==> src/rtl/mac_sched_pkg.sv <==
// Shared definitions for the MAC transmit scheduler: link speed encodings,
// nanoseconds-per-byte at each speed, and the scheduler FSM state type.
package mac_sched_pkg;

  localparam logic [1:0] SPD_1000 = 2'b10;
  localparam logic [1:0] SPD_100  = 2'b01;
  localparam logic [1:0] SPD_10   = 2'b00;

  localparam int unsigned NS_PER_B_1000 = 32'd8;
  localparam int unsigned NS_PER_B_100  = 32'd80;
  localparam int unsigned NS_PER_B_10   = 32'd800;

  typedef enum logic [1:0] {
    ST_IDLE  = 2'd0,
    ST_EVAL  = 2'd1,
    ST_GRANT = 2'd2,
    ST_BUSY  = 2'd3
  } sched_state_e;

endpackage

==> src/rtl/mac_sched_timecalc.sv <==
// Schedule-phase arithmetic for the TX scheduler. Registers, one cycle after
// the inputs: whether the phase is inside the TTE window, the ns remaining
// until the window opens (modulo the schedule period), whether no window is
// configured, and the wire time of the BE head frame at the current speed.
module mac_sched_timecalc
  import mac_sched_pkg::*;
#(
  parameter int PHASE_W = 20,
  parameter int LEN_W   = 11,
  parameter int OVH_B   = 20,
  parameter int BE_W    = LEN_W + 10
) (
  input  logic               clk,
  input  logic               rst_sys,
  input  logic [1:0]         speed,
  input  logic [PHASE_W-1:0] phase,
  input  logic [PHASE_W-1:0] win_start,
  input  logic [PHASE_W-1:0] win_len,
  input  logic [LEN_W-1:0]   len,
  output logic               in_win_r,
  output logic               no_win_r,
  output logic [PHASE_W-1:0] to_win_r,
  output logic [BE_W-1:0]    be_ns_r
);

  logic [PHASE_W-1:0] rel_s;
  logic [PHASE_W-1:0] to_win_s;
  logic               in_win_s;
  logic               no_win_s;
  logic [BE_W-1:0]    nspb_s;
  logic [BE_W-1:0]    bytes_s;
  logic [BE_W-1:0]    be_ns_s;

  // Window position and BE frame duration; subtraction wraps naturally at 2^PHASE_W.
  always_comb begin
    rel_s    = phase - win_start;
    to_win_s = win_start - phase;
    no_win_s = (win_len == {PHASE_W{1'b0}});
    if (no_win_s) begin
      in_win_s = 1'b0;
    end else begin
      in_win_s = (rel_s < win_len);
    end
    case (speed)
      SPD_1000: nspb_s = BE_W'(NS_PER_B_1000);
      SPD_100:  nspb_s = BE_W'(NS_PER_B_100);
      SPD_10:   nspb_s = BE_W'(NS_PER_B_10);
      default:  nspb_s = BE_W'(NS_PER_B_10);
    endcase
    bytes_s = BE_W'(len) + BE_W'(OVH_B);
    be_ns_s = bytes_s * nspb_s;
  end

  // Pipeline register holding the phase terms used by the EVAL decision.
  always_ff @(posedge clk) begin
    if (rst_sys) begin
      in_win_r <= 1'b0;
      no_win_r <= 1'b0;
      to_win_r <= {PHASE_W{1'b0}};
      be_ns_r  <= {BE_W{1'b0}};
    end else begin
      in_win_r <= in_win_s;
      no_win_r <= no_win_s;
      to_win_r <= to_win_s;
      be_ns_r  <= be_ns_s;
    end
  end

endmodule

==> src/rtl/mac_tx_sched.sv <==
// Transmit scheduler between the TTE/BE pointer FIFOs and the GMII TX MAC.
// TTE has strict priority; with gating on, TTE only starts inside its window
// and BE only starts if it finishes (plus guard time) before the window opens.
// Optional build macro MAC_TX_SCHED_STATS_EN adds grant/defer statistics.
module mac_tx_sched
  import mac_sched_pkg::*;
#(
  parameter int PHASE_W  = 20,
  parameter int LEN_W    = 11,
  parameter int GUARD_NS = 96,
  parameter int OVH_B    = 20
) (
  input  logic               clk,
  input  logic               rst_sys,
  input  logic [1:0]         speed,
  input  logic [31:0]        counter_ns,
  input  logic               cfg_gate_en,
  input  logic [PHASE_W-1:0] cfg_win_start,
  input  logic [PHASE_W-1:0] cfg_win_len,
  input  logic               tptr_empty,
  input  logic [15:0]        tptr_din,
  output logic               tptr_rd,
  input  logic               bptr_empty,
  input  logic [15:0]        bptr_din,
  output logic               bptr_rd,
  output logic               out_valid,
  output logic [15:0]        out_ptr,
  output logic               out_tte,
  input  logic               out_ready,
  input  logic               tx_done
`ifdef MAC_TX_SCHED_STATS_EN
  ,
  output logic [31:0]        stat_tte_cnt,
  output logic [31:0]        stat_be_cnt,
  output logic [31:0]        stat_defer_cnt
`endif
);

  localparam int BE_W  = LEN_W + 10;
  // Wide enough that be_ns + GUARD_NS and to_win never wrap in the compare.
  localparam int CMP_W = BE_W + 2;

  sched_state_e       state_r, state_s;
  logic               out_valid_r, out_valid_s;
  logic [15:0]        out_ptr_r, out_ptr_s;
  logic               out_tte_r, out_tte_s;
  logic               pop_s;
  logic               in_win_r, no_win_r;
  logic [PHASE_W-1:0] to_win_r;
  logic [BE_W-1:0]    be_ns_r;
  logic               fit_s, tte_ok_s, be_ok_s;
  logic               unused_s;

  assign unused_s = ^counter_ns[31:PHASE_W];

  mac_sched_timecalc #(
    .PHASE_W (PHASE_W),
    .LEN_W   (LEN_W),
    .OVH_B   (OVH_B),
    .BE_W    (BE_W)
  ) u_timecalc (
    .clk       (clk),
    .rst_sys   (rst_sys),
    .speed     (speed),
    .phase     (counter_ns[PHASE_W-1:0]),
    .win_start (cfg_win_start),
    .win_len   (cfg_win_len),
    .len       (bptr_din[LEN_W-1:0]),
    .in_win_r  (in_win_r),
    .no_win_r  (no_win_r),
    .to_win_r  (to_win_r),
    .be_ns_r   (be_ns_r)
  );

  // Gate qualification: TTE needs the window, BE needs to clear it with guard.
  always_comb begin
    fit_s    = ((CMP_W'(be_ns_r) + CMP_W'(GUARD_NS)) <= CMP_W'(to_win_r));
    tte_ok_s = !cfg_gate_en || in_win_r;
    be_ok_s  = !cfg_gate_en || (!in_win_r && (no_win_r || fit_s));
  end

  // Next-state and grant-register logic for IDLE/EVAL/GRANT/BUSY.
  always_comb begin
    state_s     = state_r;
    out_valid_s = out_valid_r;
    out_ptr_s   = out_ptr_r;
    out_tte_s   = out_tte_r;
    pop_s       = 1'b0;
    case (state_r)
      ST_IDLE: begin
        if (!tptr_empty || !bptr_empty) begin
          state_s = ST_EVAL;
        end else begin
          state_s = ST_IDLE;
        end
      end
      ST_EVAL: begin
        if (!tptr_empty && tte_ok_s) begin
          state_s     = ST_GRANT;
          out_valid_s = 1'b1;
          out_ptr_s   = tptr_din;
          out_tte_s   = 1'b1;
        end else if (!bptr_empty && be_ok_s) begin
          state_s     = ST_GRANT;
          out_valid_s = 1'b1;
          out_ptr_s   = bptr_din;
          out_tte_s   = 1'b0;
        end else begin
          state_s = ST_IDLE;
        end
      end
      ST_GRANT: begin
        if (out_ready) begin
          state_s     = ST_BUSY;
          out_valid_s = 1'b0;
          pop_s       = 1'b1;
        end else begin
          state_s = ST_GRANT;
        end
      end
      ST_BUSY: begin
        if (tx_done) begin
          state_s = ST_IDLE;
        end else begin
          state_s = ST_BUSY;
        end
      end
      default: begin
        state_s     = ST_IDLE;
        out_valid_s = 1'b0;
      end
    endcase
  end

  // FSM state and grant registers.
  always_ff @(posedge clk) begin
    if (rst_sys) begin
      state_r     <= ST_IDLE;
      out_valid_r <= 1'b0;
      out_ptr_r   <= 16'h0000;
      out_tte_r   <= 1'b0;
    end else begin
      state_r     <= state_s;
      out_valid_r <= out_valid_s;
      out_ptr_r   <= out_ptr_s;
      out_tte_r   <= out_tte_s;
    end
  end

  // The pop must coincide with the accept cycle, so it is decoded, not registered.
  assign tptr_rd   = pop_s && out_tte_r && !rst_sys;
  assign bptr_rd   = pop_s && !out_tte_r && !rst_sys;
  assign out_valid = out_valid_r;
  assign out_ptr   = out_ptr_r;
  assign out_tte   = out_tte_r;

`ifdef MAC_TX_SCHED_STATS_EN
  logic accept_s, defer_s;

  assign accept_s = (state_r == ST_GRANT) && out_ready;
  assign defer_s  = (state_r == ST_EVAL) && !bptr_empty && !be_ok_s;

  // Free-running wrap-around grant and defer counters.
  always_ff @(posedge clk) begin
    if (rst_sys) begin
      stat_tte_cnt   <= 32'd0;
      stat_be_cnt    <= 32'd0;
      stat_defer_cnt <= 32'd0;
    end else begin
      if (accept_s && out_tte_r) begin
        stat_tte_cnt <= stat_tte_cnt + 32'd1;
      end
      if (accept_s && !out_tte_r) begin
        stat_be_cnt <= stat_be_cnt + 32'd1;
      end
      if (defer_s) begin
        stat_defer_cnt <= stat_defer_cnt + 32'd1;
      end
    end
  end
`endif

endmodule

==> config.mk <==
export PLATFORM = sky130hd
export DESIGN_NAME = mac_tx_sched
export DESIGN_NICKNAME = d
export VERILOG_FILES = /design/src/rtl/mac_sched_pkg.sv /design/src/rtl/mac_sched_timecalc.sv /design/src/rtl/mac_tx_sched.sv
export SDC_FILE = /design/constraint.sdc
export NUM_CORES = 1
export LEC_CHECK = 0
export CAP_MARGIN = 30
export CORE_ASPECT_RATIO = 0.6
export CORE_UTILIZATION = 60
export CTS_CLUSTER_SIZE = 20
export DETAILED_ROUTE_END_ITERATION = 7
export PLACE_DENSITY = 0.89
export SYNTH_ARGS = -nofsm -noshare
export SYNTH_HDL_FRONTEND = slang
export SYNTH_SLANG_ARGS = --single-unit
==> constraint.sdc <==
create_clock -name clk -period 17.35 [get_ports clk]
set_clock_uncertainty 0.15 [all_clocks]
set_input_delay 2.6025 -clock clk [delete_from_list [all_inputs] [get_ports clk]]
set_output_delay 2.6025 -clock clk [all_outputs]
set_load 0.05 [all_outputs]
==> run metrics <==
Fillers 901; placement-stage worst setup slack 8891 ps; fin crit period 8281 ps; # nets final 1344; Seq cells post-synth 60; die footprint 13450 um2; Initial Utilization 0.6310; slowest cell delay on critical path 610 ps; sequential area share after synthesis 0.1543; CP dominant cell by count fa_1; RSZ-0062 raised after global routing no; ANT nets after route 0; design area 9427 um2; Mapped Nets 1237; CTS tree done; Synth Area in Compound Gates 0.1799; Core Box Area 12330 um2; Synth Instances 941; area share of fa/ha/maj cells after synthesis 0.3280; Final Hold Viols 0; Max Slew Vio Count 0; CP delay by family, top adder cells; max_slew headroom 0.4822; Synth Area in XOR/XNOR 0.07428; GR Util met3 0.06294; Crit Path Class in -> reg; vias in the first global route 6582; CTS Buf Count 9; post-synth top area cell ha_1; GRT busiest layer met1; Least-Margin Pin Slew 768.5 ps; DP Area 9109 um2; fraction of layout cells with a size suffix above 1 0.05223; CTS Sinks 60; post-CTS setup buffers 0; first-pass GRT wire length 31.53 mm; met1 usage 0.4385; CTS H-tree depth 3; CTS hold repair buffers 0; nature of the critical path endpoint flop; outcome complete, no violations; area growth from synthesis to layout 21.13%; DRC Markers 0; Clk pin slew, worst setup/hold paths 50 ps; HP Class reg -> reg; post-cts repair resize count 0; mux cell area share after synthesis 0.02492; IO Pins 133; GR Overflow Total 0; Post-synth top flop dfxtp_1; period utilisation layout 0.4773; CP max stage cell clkdlybuf4s50_1; synth top area cells ha_1 (24%), dfxtp_1 (15%), fa_1 (9.0%); DRT iter0 DRCs 543; Worst Path Required 17400 ps; DRT Wirelength 19.34 mm; Antenna Cells 0; achievable frequency 0.1208 GHz; most frequent cells in the layout ha_1 (148), inv_1 (146), clkdlybuf4s50_1 (119); CP Max Fanout 5; asr flop ratio synth 0; grt met2 use 0.4337; most common cell after layout, fill and taps aside ha_1; Clock Latency Late Sink 340 ps; Tot GR Track Use 0.2934; root buffer cell clkbuf_16; setup ws final 9069 ps; antenna violations before repair 0; Final Setup Violations 0; num rows 31; Die Y 90.22 um; startpoint types input pin; P_leak 0.004653 uW; Synth top area share 0.2379; simple-gate share of the synthesized area 0.1519; PortBufs 120; CP cell instances clkdlybuf4s50_1, and3_1, and3_1, o21ai_0, xnor2_1, nand2_1, fa_1, inv_1, fa_1, fa_1, inv_1, fa_1, inv_1, ha_1, ha_1, a21o_1, a21oi_1, o31ai_1, o31a_1, a31oi_1, xnor2_1, nor2_1; synth warn 0; HPWL after DPL 15.53 mm; drt wl/cell 15.88 um; via count 6959; Mapped Avg Cell Area 8.270 um2; largest family of logic cells by synthesized area adder cells; clk buf depth 2; pwr/cell area 92.09 nW/um2; Yosys cell types 57; R2R Setup Slk 13300 ps; drt pass-1 iters 6; Final GP Congestion 0.9228; Die X 149.0 um; DR vias/cell 5.713; total negative slack 0 ps; worst IR drop on VDD 0.05163 mV; Bufs and invs on worst path 4; largest net degree at the start of global routing 36; total of max-cap violations 0; worst endpoint data arrival time 8330 ps; post-synthesis cell area 7782 um2; Post-synth EDFFs 0
==> cell families after synthesis <==
logic type | count (synthesis)
and+or+nand+nor | 237
muxes | 19
AOI/OAI and AO/OA | 202
adders and majority gates | 183
buffers and inverters | 174
DFF | 60
xor gates and xnor gates | 66
==> layout make-up <==
cell class / instances / area, um2 / share of cell area
clock buffer: 10 / 229.0 / 0.02429
sequential: 60 / 1201 / 0.1274
multi-input combinational: 707 / 5907 / 0.6266
timing repair buffer: 124 / 1246 / 0.1322
inverter: 146 / 548.0 / 0.05814
tap: 165 / 206.4 / 0.02190
clock inverter: 6 / 88.84 / 0.009424
==> per-layer routing <==
layer / share of wire / vias to the layer above
met5: 0 / -
met2: 0.41 / 311
li1: - / 3429
met4: 0.0086 / 0
met3: 0.091 / 31
met1: 0.49 / 3188
==> cell usage after synthesis, types with 10 or more instances <==
cell,count
inv_1,146
mux2i_1,16
clkbuf_1,19
fa_1,35
nor2_2,10
o21ai_0,36
ha_1,148
nand4_1,11
xnor2_1,37
nand2_1,43
nor2_1,75
nor3_1,15
a21o_1,24
a211oi_1,17
nor2b_1,18
and2_1,18
a211oi_2,12
dfxtp_1,60
a21oi_1,52
nand3_1,13
xor2_1,29
==> registers in the layout (all words and copies together) (netlist names) <==
name / flops
out_valid: 1
u_timecalc.be_ns_r: 18
out_tte: 1
state_r: 2
u_timecalc.no_win_r: 1
u_timecalc.in_win_r: 1
u_timecalc.to_win_r: 20
out_ptr: 16
==> worst paths after layout <==
kind,depth (start not counted),startpoint,endpoint
worst max-delay path,22,bptr_din[6],u_timecalc.be_ns_r[20]
worst min-delay path,2,out_valid,out_valid
worst max register to register,15,u_timecalc.be_ns_r[5],out_ptr[3]
worst min register to register,2,out_valid,out_valid
==> report_power, final <==
group          switching [uW]  leakage, uW  internal [uW]
clock                    64.2     0.000149            126
combinational             278      0.00401            213
sequential               20.7     0.000497            167
total                     363      0.00465            505
==> worst min-delay path: stages, from the launching register on <==
cell and delay (ps):
dfxtp_1 330, a21oi_1 60, nor2_1 70
==> per-stage QoR <==
step / hold slack (ps) / total power, uW / utilization / instances
2_1_floorplan: 333.5 / 544.3 / - / 941
3_3_place_gp: 328.4 / 643.2 / 0.7363 / 1201
3_5_place_dp: 336.0 / 668.4 / 0.7385 / 1202
4_1_cts: 348.7 / 867.7 / 0.7643 / 1218
5_1_grt: 385.0 / 935.8 / 0.7643 / 1218
6_report: 345.8 / 868.1 / 0.7643 / 1218
Power figures use the tool's default switching activity.
